==> config.mk <==
export PLATFORM = sky130hd
export DESIGN_NAME = tl_ul_client_arbiter
export DESIGN_NICKNAME = d
export VERILOG_FILES = /design/src/rtl/tl_ul_pkg.sv /design/src/rtl/tl_beat_counter.sv /design/src/rtl/tl_ul_client_arbiter_chk.sv /design/src/rtl/tl_ul_client_arbiter.sv
export SDC_FILE = /design/constraint.sdc
export NUM_CORES = 1
export LEC_CHECK = 0
export CORE_AREA = 10 10 141 143
export CTS_BUF_LIST = sky130_fd_sc_hd__clkbuf_2
export DETAILED_ROUTE_END_ITERATION = 7
export DIE_AREA = 0 0 151 153
export GPL_TIMING_DRIVEN = 0
export PLACE_DENSITY = 0.71
export SETUP_SLACK_MARGIN = 0.02
export SLEW_MARGIN = 20
export SYNTH_ARGS = -nofsm -noshare
export SYNTH_HDL_FRONTEND = slang
export SYNTH_SLANG_ARGS = --single-unit
==> constraint.sdc <==
create_clock -name clock -period 13.6 [get_ports clock]
set_clock_uncertainty 0.1 [all_clocks]
set_input_delay 4.08 -clock clock [delete_from_list [all_inputs] [get_ports clock]]
set_output_delay 4.08 -clock clock [all_outputs]
set_load 0.02 [all_outputs]
==> src/rtl/tl_ul_pkg.sv <==
// -----------------------------------------------------------------------------
// tl_ul_pkg
// Purpose : Shared TL-UL opcode constants and beat-count helpers used by the
//           two-client arbiter and its beat counters.
// Contents: opcode localparams, BEAT_CNT_W, beats() for A-channel requests,
//           d_beats() for D-channel responses.
// -----------------------------------------------------------------------------
package tl_ul_pkg;

    // A-channel opcodes
    localparam logic [2:0] OP_PUT_FULL          = 3'd0;
    localparam logic [2:0] OP_PUT_PARTIAL       = 3'd1;
    localparam logic [2:0] OP_GET               = 3'd4;

    // D-channel opcodes
    localparam logic [2:0] OP_ACCESS_ACK        = 3'd0;
    localparam logic [2:0] OP_ACCESS_ACK_DATA   = 3'd1;

    // Wide enough for 2^7 beats (largest size with single-byte beats)
    localparam int BEAT_CNT_W = 8;

    // Number of beats needed to move 2^size bytes over 2^lg_bytes-byte beats.
    function automatic logic [BEAT_CNT_W-1:0] beat_span(
        input logic [7:0] size,
        input logic [7:0] lg_bytes
    );
        logic [BEAT_CNT_W-1:0] n;
        if (size > lg_bytes) begin
            n = 8'd1 << (size - lg_bytes);
        end else begin
            n = 8'd1;
        end
        return n;
    endfunction

    // A-channel: only Puts carry data, so only Puts can span several beats.
    function automatic logic [BEAT_CNT_W-1:0] beats(
        input logic [2:0] opcode,
        input logic [7:0] size,
        input logic [7:0] lg_bytes
    );
        logic [BEAT_CNT_W-1:0] n;
        if ((opcode == OP_PUT_FULL) || (opcode == OP_PUT_PARTIAL)) begin
            n = beat_span(size, lg_bytes);
        end else begin
            n = 8'd1;
        end
        return n;
    endfunction

    // D-channel: only AccessAckData carries data.
    function automatic logic [BEAT_CNT_W-1:0] d_beats(
        input logic [2:0] opcode,
        input logic [7:0] size,
        input logic [7:0] lg_bytes
    );
        logic [BEAT_CNT_W-1:0] n;
        if (opcode == OP_ACCESS_ACK_DATA) begin
            n = beat_span(size, lg_bytes);
        end else begin
            n = 8'd1;
        end
        return n;
    endfunction

endpackage

==> src/rtl/tl_beat_counter.sv <==
// -----------------------------------------------------------------------------
// tl_beat_counter
// Purpose : Tracks position inside a (possibly multi-beat) TL-UL message.
// Ports   : clock, reset (sync, active-high)
//           i_fire   - a beat was transferred this cycle
//           i_beats  - total beats of the current message
//           o_first  - the next beat is the first of a message
//           o_last   - the next beat is the last of a message
// -----------------------------------------------------------------------------
module tl_beat_counter
    import tl_ul_pkg::*;
#(
    parameter int CNT_W = BEAT_CNT_W
) (
    input  logic             clock,
    input  logic             reset,
    input  logic             i_fire,
    input  logic [CNT_W-1:0] i_beats,
    output logic             o_first,
    output logic             o_last
);

    logic [CNT_W-1:0] r_count;

    assign o_first = (r_count == CNT_W'(0));
    assign o_last  = (r_count == (i_beats - CNT_W'(1)));

    // Beat index: wraps to zero after the last beat of each message
    always_ff @(posedge clock) begin
        if (reset) begin
            r_count <= CNT_W'(0);
        end else if (i_fire) begin
            if (o_last) begin
                r_count <= CNT_W'(0);
            end else begin
                r_count <= r_count + CNT_W'(1);
            end
        end else begin
            r_count <= r_count;
        end
    end

endmodule

==> src/rtl/tl_ul_client_arbiter_chk.sv <==
// -----------------------------------------------------------------------------
// tl_ul_client_arbiter_chk
// Purpose : Assertion-only companion of tl_ul_client_arbiter; a response may
//           only arrive for a client that has a request outstanding.
// Ports   : clock, reset, per-client in-flight count and D first/last fires.
// -----------------------------------------------------------------------------
module tl_ul_client_arbiter_chk #(
    parameter int IF_W = 3
) (
    input logic            clock,
    input logic            reset,
    input logic [IF_W-1:0] i_inflight0,
    input logic [IF_W-1:0] i_inflight1,
    input logic            i_d_first_fire0,
    input logic            i_d_first_fire1,
    input logic            i_d_last_fire0,
    input logic            i_d_last_fire1
);

    // In-flight counters must never be decremented (or a response started) at zero
    always @(posedge clock) begin
        if (!reset) begin
            assert (!((i_d_first_fire0 || i_d_last_fire0) && (i_inflight0 == IF_W'(0))))
                else $error("client 0 in-flight underflow");
            assert (!((i_d_first_fire1 || i_d_last_fire1) && (i_inflight1 == IF_W'(0))))
                else $error("client 1 in-flight underflow");
        end
    end

endmodule

==> src/rtl/tl_ul_client_arbiter.sv <==
// -----------------------------------------------------------------------------
// tl_ul_client_arbiter
// Purpose : Shares one TL-UL manager port between two clients.
//           A: round-robin grant, held for all beats of a multi-beat Put;
//              client index becomes the manager source MSB.
//           D: routed back by source MSB, MSB stripped.
//           Per-client in-flight limit throttles A grants.
// Ports   : clock, reset (sync, active-high)
//           c0_a_* / c1_a_*  client A channels (valid/ready + fields)
//           c0_d_* / c1_d_*  client D channels
//           m_a_*            manager A channel, m_a_source = {grant, source}
//           m_d_*            manager D channel
// -----------------------------------------------------------------------------
module tl_ul_client_arbiter
    import tl_ul_pkg::*;
#(
    parameter int ADDR_W       = 30,
    parameter int DATA_W       = 32,
    parameter int SIZE_W       = 3,
    parameter int SRC_W        = 3,
    parameter int MAX_INFLIGHT = 4
) (
    input  logic                clock,
    input  logic                reset,
    // client 0 A
    input  logic                c0_a_valid,
    output logic                c0_a_ready,
    input  logic [2:0]          c0_a_opcode,
    input  logic [2:0]          c0_a_param,
    input  logic [SIZE_W-1:0]   c0_a_size,
    input  logic [SRC_W-1:0]    c0_a_source,
    input  logic [ADDR_W-1:0]   c0_a_address,
    input  logic [DATA_W/8-1:0] c0_a_mask,
    input  logic [DATA_W-1:0]   c0_a_data,
    // client 0 D
    output logic                c0_d_valid,
    input  logic                c0_d_ready,
    output logic [2:0]          c0_d_opcode,
    output logic [1:0]          c0_d_param,
    output logic [SIZE_W-1:0]   c0_d_size,
    output logic [SRC_W-1:0]    c0_d_source,
    output logic                c0_d_denied,
    output logic                c0_d_corrupt,
    output logic [DATA_W-1:0]   c0_d_data,
    // client 1 A
    input  logic                c1_a_valid,
    output logic                c1_a_ready,
    input  logic [2:0]          c1_a_opcode,
    input  logic [2:0]          c1_a_param,
    input  logic [SIZE_W-1:0]   c1_a_size,
    input  logic [SRC_W-1:0]    c1_a_source,
    input  logic [ADDR_W-1:0]   c1_a_address,
    input  logic [DATA_W/8-1:0] c1_a_mask,
    input  logic [DATA_W-1:0]   c1_a_data,
    // client 1 D
    output logic                c1_d_valid,
    input  logic                c1_d_ready,
    output logic [2:0]          c1_d_opcode,
    output logic [1:0]          c1_d_param,
    output logic [SIZE_W-1:0]   c1_d_size,
    output logic [SRC_W-1:0]    c1_d_source,
    output logic                c1_d_denied,
    output logic                c1_d_corrupt,
    output logic [DATA_W-1:0]   c1_d_data,
    // manager A
    output logic                m_a_valid,
    input  logic                m_a_ready,
    output logic [2:0]          m_a_opcode,
    output logic [2:0]          m_a_param,
    output logic [SIZE_W-1:0]   m_a_size,
    output logic [SRC_W:0]      m_a_source,
    output logic [ADDR_W-1:0]   m_a_address,
    output logic [DATA_W/8-1:0] m_a_mask,
    output logic [DATA_W-1:0]   m_a_data,
    // manager D
    input  logic                m_d_valid,
    output logic                m_d_ready,
    input  logic [2:0]          m_d_opcode,
    input  logic [1:0]          m_d_param,
    input  logic [SIZE_W-1:0]   m_d_size,
    input  logic [SRC_W:0]      m_d_source,
    input  logic                m_d_denied,
    input  logic                m_d_corrupt,
    input  logic [DATA_W-1:0]   m_d_data
);

    localparam int              IF_W   = $clog2(MAX_INFLIGHT + 1);
    localparam logic [IF_W-1:0] IF_MAX = IF_W'(MAX_INFLIGHT);
    localparam logic [7:0]      LG_B   = 8'($clog2(DATA_W / 8));

    logic            r_rr_ptr;      // preferred client when both are eligible
    logic            r_locked;      // mid-burst: grant frozen
    logic            r_lock_idx;    // client owning the burst
    logic [IF_W-1:0] r_inflight0;
    logic [IF_W-1:0] r_inflight1;

    logic                  w_elig0, w_elig1, w_grant, w_grant_elig;
    logic                  w_a_fire, w_a_first, w_a_last, w_a_last_fire;
    logic [BEAT_CNT_W-1:0] w_a_beats, w_d_beats;
    logic                  w_d_sel;
    logic                  w_d_fire0, w_d_fire1;
    logic                  w_d_first0, w_d_first1, w_d_last0, w_d_last1;
    logic                  w_d_last_fire0, w_d_last_fire1;
    logic                  w_inc0, w_inc1;

    // ---------------- A channel ----------------
    assign w_elig0 = c0_a_valid && (r_inflight0 < IF_MAX);
    assign w_elig1 = c1_a_valid && (r_inflight1 < IF_MAX);

    // Grant selection: frozen while locked, otherwise round-robin among eligible
    always_comb begin
        w_grant = r_rr_ptr;
        if (r_locked) begin
            w_grant = r_lock_idx;
        end else if (w_elig0 && w_elig1) begin
            w_grant = r_rr_ptr;
        end else if (w_elig1) begin
            w_grant = 1'b1;
        end else if (w_elig0) begin
            w_grant = 1'b0;
        end else begin
            w_grant = r_rr_ptr;
        end
    end

    assign w_grant_elig = w_grant ? w_elig1 : w_elig0;
    assign m_a_valid    = !reset && w_grant_elig;
    assign c0_a_ready   = !reset && m_a_ready && !w_grant && w_elig0;
    assign c1_a_ready   = !reset && m_a_ready &&  w_grant && w_elig1;
    assign w_a_fire     = m_a_valid && m_a_ready;

    // A field mux from the granted client
    always_comb begin
        m_a_opcode  = c0_a_opcode;
        m_a_param   = c0_a_param;
        m_a_size    = c0_a_size;
        m_a_source  = {1'b0, c0_a_source};
        m_a_address = c0_a_address;
        m_a_mask    = c0_a_mask;
        m_a_data    = c0_a_data;
        if (w_grant) begin
            m_a_opcode  = c1_a_opcode;
            m_a_param   = c1_a_param;
            m_a_size    = c1_a_size;
            m_a_source  = {1'b1, c1_a_source};
            m_a_address = c1_a_address;
            m_a_mask    = c1_a_mask;
            m_a_data    = c1_a_data;
        end else begin
            m_a_source  = {1'b0, c0_a_source};
        end
    end

    assign w_a_beats = beats(m_a_opcode, 8'(m_a_size), LG_B);

    tl_beat_counter u_a_cnt (
        .clock   (clock),
        .reset   (reset),
        .i_fire  (w_a_fire),
        .i_beats (w_a_beats),
        .o_first (w_a_first),
        .o_last  (w_a_last)
    );

    assign w_a_last_fire = w_a_fire && w_a_last;

    // Burst lock and round-robin pointer; pointer moves only when a message completes
    always_ff @(posedge clock) begin
        if (reset) begin
            r_locked   <= 1'b0;
            r_lock_idx <= 1'b0;
            r_rr_ptr   <= 1'b0;
        end else if (w_a_fire) begin
            if (w_a_last) begin
                r_locked <= 1'b0;
                r_rr_ptr <= ~w_grant;
            end else if (w_a_first) begin
                r_locked   <= 1'b1;
                r_lock_idx <= w_grant;
            end else begin
                r_locked <= r_locked;
            end
        end else begin
            r_locked <= r_locked;
        end
    end

    // ---------------- D channel ----------------
    assign w_d_sel    = m_d_source[SRC_W];
    assign c0_d_valid = !reset && m_d_valid && !w_d_sel;
    assign c1_d_valid = !reset && m_d_valid &&  w_d_sel;
    assign m_d_ready  = !reset && (w_d_sel ? c1_d_ready : c0_d_ready);

    assign c0_d_opcode  = m_d_opcode;
    assign c0_d_param   = m_d_param;
    assign c0_d_size    = m_d_size;
    assign c0_d_source  = m_d_source[SRC_W-1:0];
    assign c0_d_denied  = m_d_denied;
    assign c0_d_corrupt = m_d_corrupt;
    assign c0_d_data    = m_d_data;
    assign c1_d_opcode  = m_d_opcode;
    assign c1_d_param   = m_d_param;
    assign c1_d_size    = m_d_size;
    assign c1_d_source  = m_d_source[SRC_W-1:0];
    assign c1_d_denied  = m_d_denied;
    assign c1_d_corrupt = m_d_corrupt;
    assign c1_d_data    = m_d_data;

    assign w_d_beats = d_beats(m_d_opcode, 8'(m_d_size), LG_B);
    assign w_d_fire0 = c0_d_valid && c0_d_ready;
    assign w_d_fire1 = c1_d_valid && c1_d_ready;

    // Each client keeps its own response position; D beats never interleave per client
    tl_beat_counter u_d0_cnt (
        .clock   (clock),
        .reset   (reset),
        .i_fire  (w_d_fire0),
        .i_beats (w_d_beats),
        .o_first (w_d_first0),
        .o_last  (w_d_last0)
    );

    tl_beat_counter u_d1_cnt (
        .clock   (clock),
        .reset   (reset),
        .i_fire  (w_d_fire1),
        .i_beats (w_d_beats),
        .o_first (w_d_first1),
        .o_last  (w_d_last1)
    );

    assign w_d_last_fire0 = w_d_fire0 && w_d_last0;
    assign w_d_last_fire1 = w_d_fire1 && w_d_last1;
    assign w_inc0         = w_a_last_fire && !w_grant;
    assign w_inc1         = w_a_last_fire &&  w_grant;

    // In-flight accounting: request completion +1, response completion -1
    always_ff @(posedge clock) begin
        if (reset) begin
            r_inflight0 <= IF_W'(0);
            r_inflight1 <= IF_W'(0);
        end else begin
            if (w_inc0 && !w_d_last_fire0) begin
                r_inflight0 <= r_inflight0 + IF_W'(1);
            end else if (w_d_last_fire0 && !w_inc0) begin
                r_inflight0 <= r_inflight0 - IF_W'(1);
            end else begin
                r_inflight0 <= r_inflight0;
            end
            if (w_inc1 && !w_d_last_fire1) begin
                r_inflight1 <= r_inflight1 + IF_W'(1);
            end else if (w_d_last_fire1 && !w_inc1) begin
                r_inflight1 <= r_inflight1 - IF_W'(1);
            end else begin
                r_inflight1 <= r_inflight1;
            end
        end
    end

    tl_ul_client_arbiter_chk #(.IF_W(IF_W)) u_chk (
        .clock           (clock),
        .reset           (reset),
        .i_inflight0     (r_inflight0),
        .i_inflight1     (r_inflight1),
        .i_d_first_fire0 (w_d_fire0 && w_d_first0),
        .i_d_first_fire1 (w_d_fire1 && w_d_first1),
        .i_d_last_fire0  (w_d_last_fire0),
        .i_d_last_fire1  (w_d_last_fire1)
    );

endmodule
### After elaboration in Yosys (flattened, before gate mapping)

Cells that the tools add are included.

| storage, ports and cells | value |
|---|---|
| flip-flop bits (word level) | 33 |
| bits in latches | 0 |
| RAM bits | 0 |
| bits in read-only memories | 0 |
| output and inout bits | 175 |
| logic and storage cells | 99 |
| memories kept | 0 |

| operators by class | value |
|---|---|
| add/sub/neg operators | 11 |
| multiply operators | 0 |
| divide/modulo/power cells | 0 |
| magnitude comparators | 4 |
| equal/unequal tests | 5 |
| shifts and indexed selects | 2 |
| muxes and demuxes | 26 |
| bitwise gates (word level) | 2 |
| reductions and logical operators | 41 |

Operator list:

| kind | count |
|---|---|
| two-way mux 8 bit | 7 |
| two-way mux 32 bit | 1 |
| two-way mux 30 bit | 1 |
| logical AND 1 bit | 25 |
| adder 8 x 1 -> 8 bit, second input constant | 3 |
| == test 8 bit | 3 |
| two-way mux 3 bit | 7 |
| left shift 1 x 8 -> 8 bit, first input constant | 2 |
| subtractor 8 x 1 -> 8 bit, second input constant | 2 |
| zero test 8 bit | 1 |
| two-way mux 1 bit | 8 |
| two-way mux 4 bit | 2 |
| subtractor 3 x 2 -> 4 bit, second input constant | 2 |
| zero test 1 bit | 7 |
| adder 3 x 1 -> 3 bit, second input constant | 2 |
| == test 3 x 1 -> 1 bit, second input constant | 2 |
| greater-than comparator 3 x 2 -> 1 bit, second input constant | 2 |
| < comparator 3 bit, second input constant | 2 |
| nonzero test 2 bit | 3 |
| subtractor 3 x 1 -> 3 bit, second input constant | 2 |
| AND reduction 2 bit | 2 |
| zero test 3 bit | 1 |
| AND reduction 3 bit | 1 |
| inverter 1 bit | 2 |
| logical OR 1 bit | 1 |

### Depth between registers and ports, before layout

| depth | value |
|---|---|
| word-level depth | 19 |
| gate-level depth with buffers | 28 |
| mapped depth without buffers | 25 |

### Cells and area by module

Synthesis repeated with hierarchy kept, for this count alone.

| second synthesis, totals | value |
|---|---|
| cell total of the unflattened synthesis | 690 |
| area, all modules | 4575.6 µm² |

Modules (own cells, without submodules):

| module | times used | cells an instance | area an instance (µm²) | seq. area each (µm²) |
|---|---|---|---|---|
| tl_ul_client_arbiter | 1 | 462 | 2541.2 | 180.2 |
| tl_beat_counter | 3 | 76 | 678.2 | 160.2 |

### Least setup slack after synthesis

No wires, ideal clock.

| timing | value |
|---|---|
| kind | input to output |
| start point | input port c1_a_valid |
| end point | output port m_a_address[16] |
| data arrival time | 5.710 ns |
| data required time | 9.420 ns |
| setup slack | 3.710 ns |
| stages | 8 |
| buffers on the path | 3 |
| cell sequence | nor2b_1 > maj3_2 > o21ai_2 > buf_4 > clkbuf_1 > buf_1 > nand2_1 > nand2_1 |

| on the way | value |
|---|---|
| longest elaborated chain between the ends | 5 |
| elaborated cells on any way between the ends | 6 |

Ends and longest elaborated chain:

| what | RTL line | RTL |
|---|---|---|
| from (decl) | tl_ul_client_arbiter.sv:46 | `input logic c1_a_valid,` |
| logical AND 1 bit * | tl_ul_client_arbiter.sv:108 | `assign w_elig1 = c1_a_valid && (r_inflight1 < IF_MAX);` |
| two-way mux 1 bit or logical AND 1 bit (tied branches) | tl_ul_client_arbiter.sv:117, tl_ul_client_arbiter.sv:115 |  |
| two-way mux 1 bit * | tl_ul_client_arbiter.sv:115 | `end else if (w_elig0 && w_elig1) begin` |
| two-way mux 1 bit * | tl_ul_client_arbiter.sv:113 | `if (r_locked) begin` |
| two-way mux 30 bit * | tl_ul_client_arbiter.sv:141 | `if (w_grant) begin` |
| to (decl) | tl_ul_client_arbiter.sv:72 | `output logic [ADDR_W-1:0] m_a_address,` |

Mark *: on every way between the ends. The rest lies on a longest branch, timed or not.

### Worst setup path in the final report

| timing | value |
|---|---|
| start point | input port c1_a_valid |
| end point | output port m_a_address[19] |

Same word-level chain as after synthesis.

==> impl_metrics.env <==
export IMPL_status="complete, no violations"
export IMPL_fin_util=0.476
export IMPL_register_area_um2=661
export IMPL_die_w_um=151
export IMPL_routedWlPerCell_um=19.4
export IMPL_worstPathArrival_ns=7.34
export IMPL_post_route_min_period_ns=11.52
export IMPL_layout_common_cells="344 x clkdlybuf4s50_1, 246 x nand2_1, 93 x buf_4"
export IMPL_htreeDepth=2
export IMPL_postSynthAreaPerCell_um2=6.37
export IMPL_cts_tree="yes"
export IMPL_pin_count=385
export IMPL_async_reset_ff_frac=0
export IMPL_crit_path_end_kind="primary output"
export IMPL_drt_wl_total_mm=24.5
export IMPL_final_common_cell="clkdlybuf4s50_1"
export IMPL_holdWs_ns=0.423
export IMPL_max_freq_mhz=86.8
export IMPL_antenna_found_initial=3
export IMPL_required_ns=9.42
export IMPL_nets=1255
export IMPL_path_class="input port to primary output"
export IMPL_vias=5726
export IMPL_core_um2=17100
export IMPL_grt_pass1_wl_mm=34.8
export IMPL_post_place_cells=1251
export IMPL_yosysTopAreaCellShare=0.212
export IMPL_critPathSlowestCell="clkdlybuf4s50_1"
export IMPL_worstPathCellList="clkdlybuf4s50_1, nor2b_1, maj3_2, o21ai_2, buf_4, clkbuf_1, buf_1, nand2_1, nand2_1, clkdlybuf4s50_1"
export IMPL_slew_headroom=0.543
export IMPL_tightest_slew_ns=0.684
export IMPL_layout_cells_non_filler=1261
export IMPL_syn_area_um2=4350
export IMPL_path_max_fanout=10
export IMPL_critPathLaunchType="input port"
export IMPL_setup_tns_ns=0
export IMPL_grt_max_degree=12
export IMPL_timing_final_crit_share=0.847
export IMPL_maxSlewViolCount=0
export IMPL_clkTransAtPathRegs_ns=0.21
export IMPL_grtUsageTotal=0.194
export IMPL_timing_final_ws_setup_ns=2.08
export IMPL_first_pass_iters=5
export IMPL_numCtsBuffers=5
export IMPL_grt_pass1_vias=5402
export IMPL_clockRootBuffer="clkbuf_2"
export IMPL_syn_to_final_growth_pct=86.8
export IMPL_synth_edf_count=0
export IMPL_synthCells=682
export IMPL_setup_viol=0
export IMPL_synthesis_nets=904
export IMPL_post_cts_buffers=0
export IMPL_start_util=0.255
export IMPL_die_h_um=153
export IMPL_multiInputGateArea_um2=2810
export IMPL_synth_seq_cells=33
export IMPL_die_area_um2=23100
export IMPL_grt_ovfl_total=0
export IMPL_leakagePower_uw=0.00355
export IMPL_place_ws_ns=2.09
export IMPL_routabilityCongestion=0.952
export IMPL_p_per_area_nw_per_um2=79.7
export IMPL_dp_hpwl_mm=21.5
export IMPL_hold_buffers=0
export IMPL_synthFlopType="dfxtp_1"
export IMPL_hold_path_class="register to register"
export IMPL_drcViolationCount=0
export IMPL_clock_sinks=33
export IMPL_clockBufferDepth=2
export IMPL_yosysWarningCount=0
export IMPL_slowest_delay_ns=0.62
export IMPL_synth_top_cell_by_area="nand2_1"
export IMPL_viasPerCell=4.54
export IMPL_rsz0062_at_grt="false"
export IMPL_ir_drop_uv=43.4
export IMPL_placementRows=48
export IMPL_cts_resized=0
export IMPL_maxCapViolations=0
export IMPL_ys_types=67
export IMPL_ant_nets=0
export IMPL_layout_drive_gt1_share=0.118
export IMPL_fill_cells=1771
export IMPL_drt_initial_drc_count=330
export IMPL_clk_latency_ns=0.40
export IMPL_finalHoldViolCount=0
export IMPL_post_synth_main_area_contributors="nand2_1 21%, buf_4 16%, dfxtp_1 15%"
export IMPL_yosysSeqAreaShare=0.152
export IMPL_io_buffer_count=344
==> where the power goes <==
group	switching, uW	internal (uW)	total [uW]
Clock	37.0	12.0	49.0
Combinational	266	230	495
Sequential	2.88	99.9	103
==> worst max-delay path: cells and delay by family <==
family	cells	cell delay [ns]
compound gates	1	0.15
fa+ha+maj	1	0.38
buf+inv	5	2.27
simple gates	3	0.44
==> path summary, 6_finish.rpt <==
check	to	slack [ns]	from	depth (start not counted)
max	m_a_address[19]	2.08	c1_a_valid	10
min	r_inflight1[2]	0.42	r_inflight1[2]	2
max reg2reg	r_inflight1[2]	6.67	r_inflight0[2]	27
min reg2reg	r_inflight1[2]	0.42	r_inflight1[2]	2
==> layer usage <==
metal / share of wire / vias up / GRT usage
met5: 0.00053 / - / 0
met4: 0.012 / 2 / 0.0339
met3: 0.10 / 24 / 0.0635
met2: 0.52 / 229 / 0.363
met1: 0.36 / 2617 / 0.206
li1: - / 2854 / -
==> through the flow <==
step                      total power (uW)  area (um^2)
after floorplan                        361         4350
after global placement                 601         8070
after detailed placement               602         8070
after CTS                              653         8110
after global routing                   684         8120
final                                  647         8120
==> synthesized netlist by cell type, drive strengths merged, types with 2 or more instances <==
cell type / instances
nor2: 46
o32ai: 2
clkbuf: 21
or3: 7
nor2b: 4
o21ai: 11
o21bai: 2
or2: 2
xnor2: 17
and2: 4
nor3b: 3
nand2: 246
fa: 2
a211oi: 4
nand3b: 5
inv: 19
a21boi: 2
a221oi: 2
o2111ai: 2
a21oi: 14
o31ai: 2
buf: 99
ha: 10
and4: 2
nand4: 13
a31oi: 3
and3: 8
nand2b: 10
a22oi: 2
dfxtp: 33
xor2: 23
nor4: 9
o211ai: 5
a211o: 2
nor4b: 3
mux2i: 7
maj3: 2
nor3: 15
nand3: 8
==> state kept, by name, summed over array words and instances (netlist names) <==
name,count
r_inflight0,3
r_locked,1
r_rr_ptr,1
u_d0_cnt.r_count,8
u_a_cnt.r_count,8
u_d1_cnt.r_count,8
r_inflight1,3
r_lock_idx,1
==> layout make-up <==
type / instances / share of cell area
Timing Repair Buffer: 344 / 0.424
Multi-Input combinational cell: 510 / 0.346
Buffer: 120 / 0.0997
Sequential cell: 33 / 0.0814
Tap cell: 225 / 0.0347
Inverter: 19 / 0.00878
Clock buffer: 5 / 0.00308
Clock inverter: 3 / 0.00216
Antenna cell: 2 / 0.000616
==> cells by family after synthesis <==
family                   share of synthesized area
AND/OR/NAND/NOR                              0.400
buffers and inverters                        0.203
AO/OA/AOI/OAI                                0.105
XOR/XNOR                                    0.0806
flip-flops                                   0.152
adder cells (fa/ha/maj)                     0.0432
multiplexers                                0.0161
No activity file was read; power rests on OpenSTA's default activity.
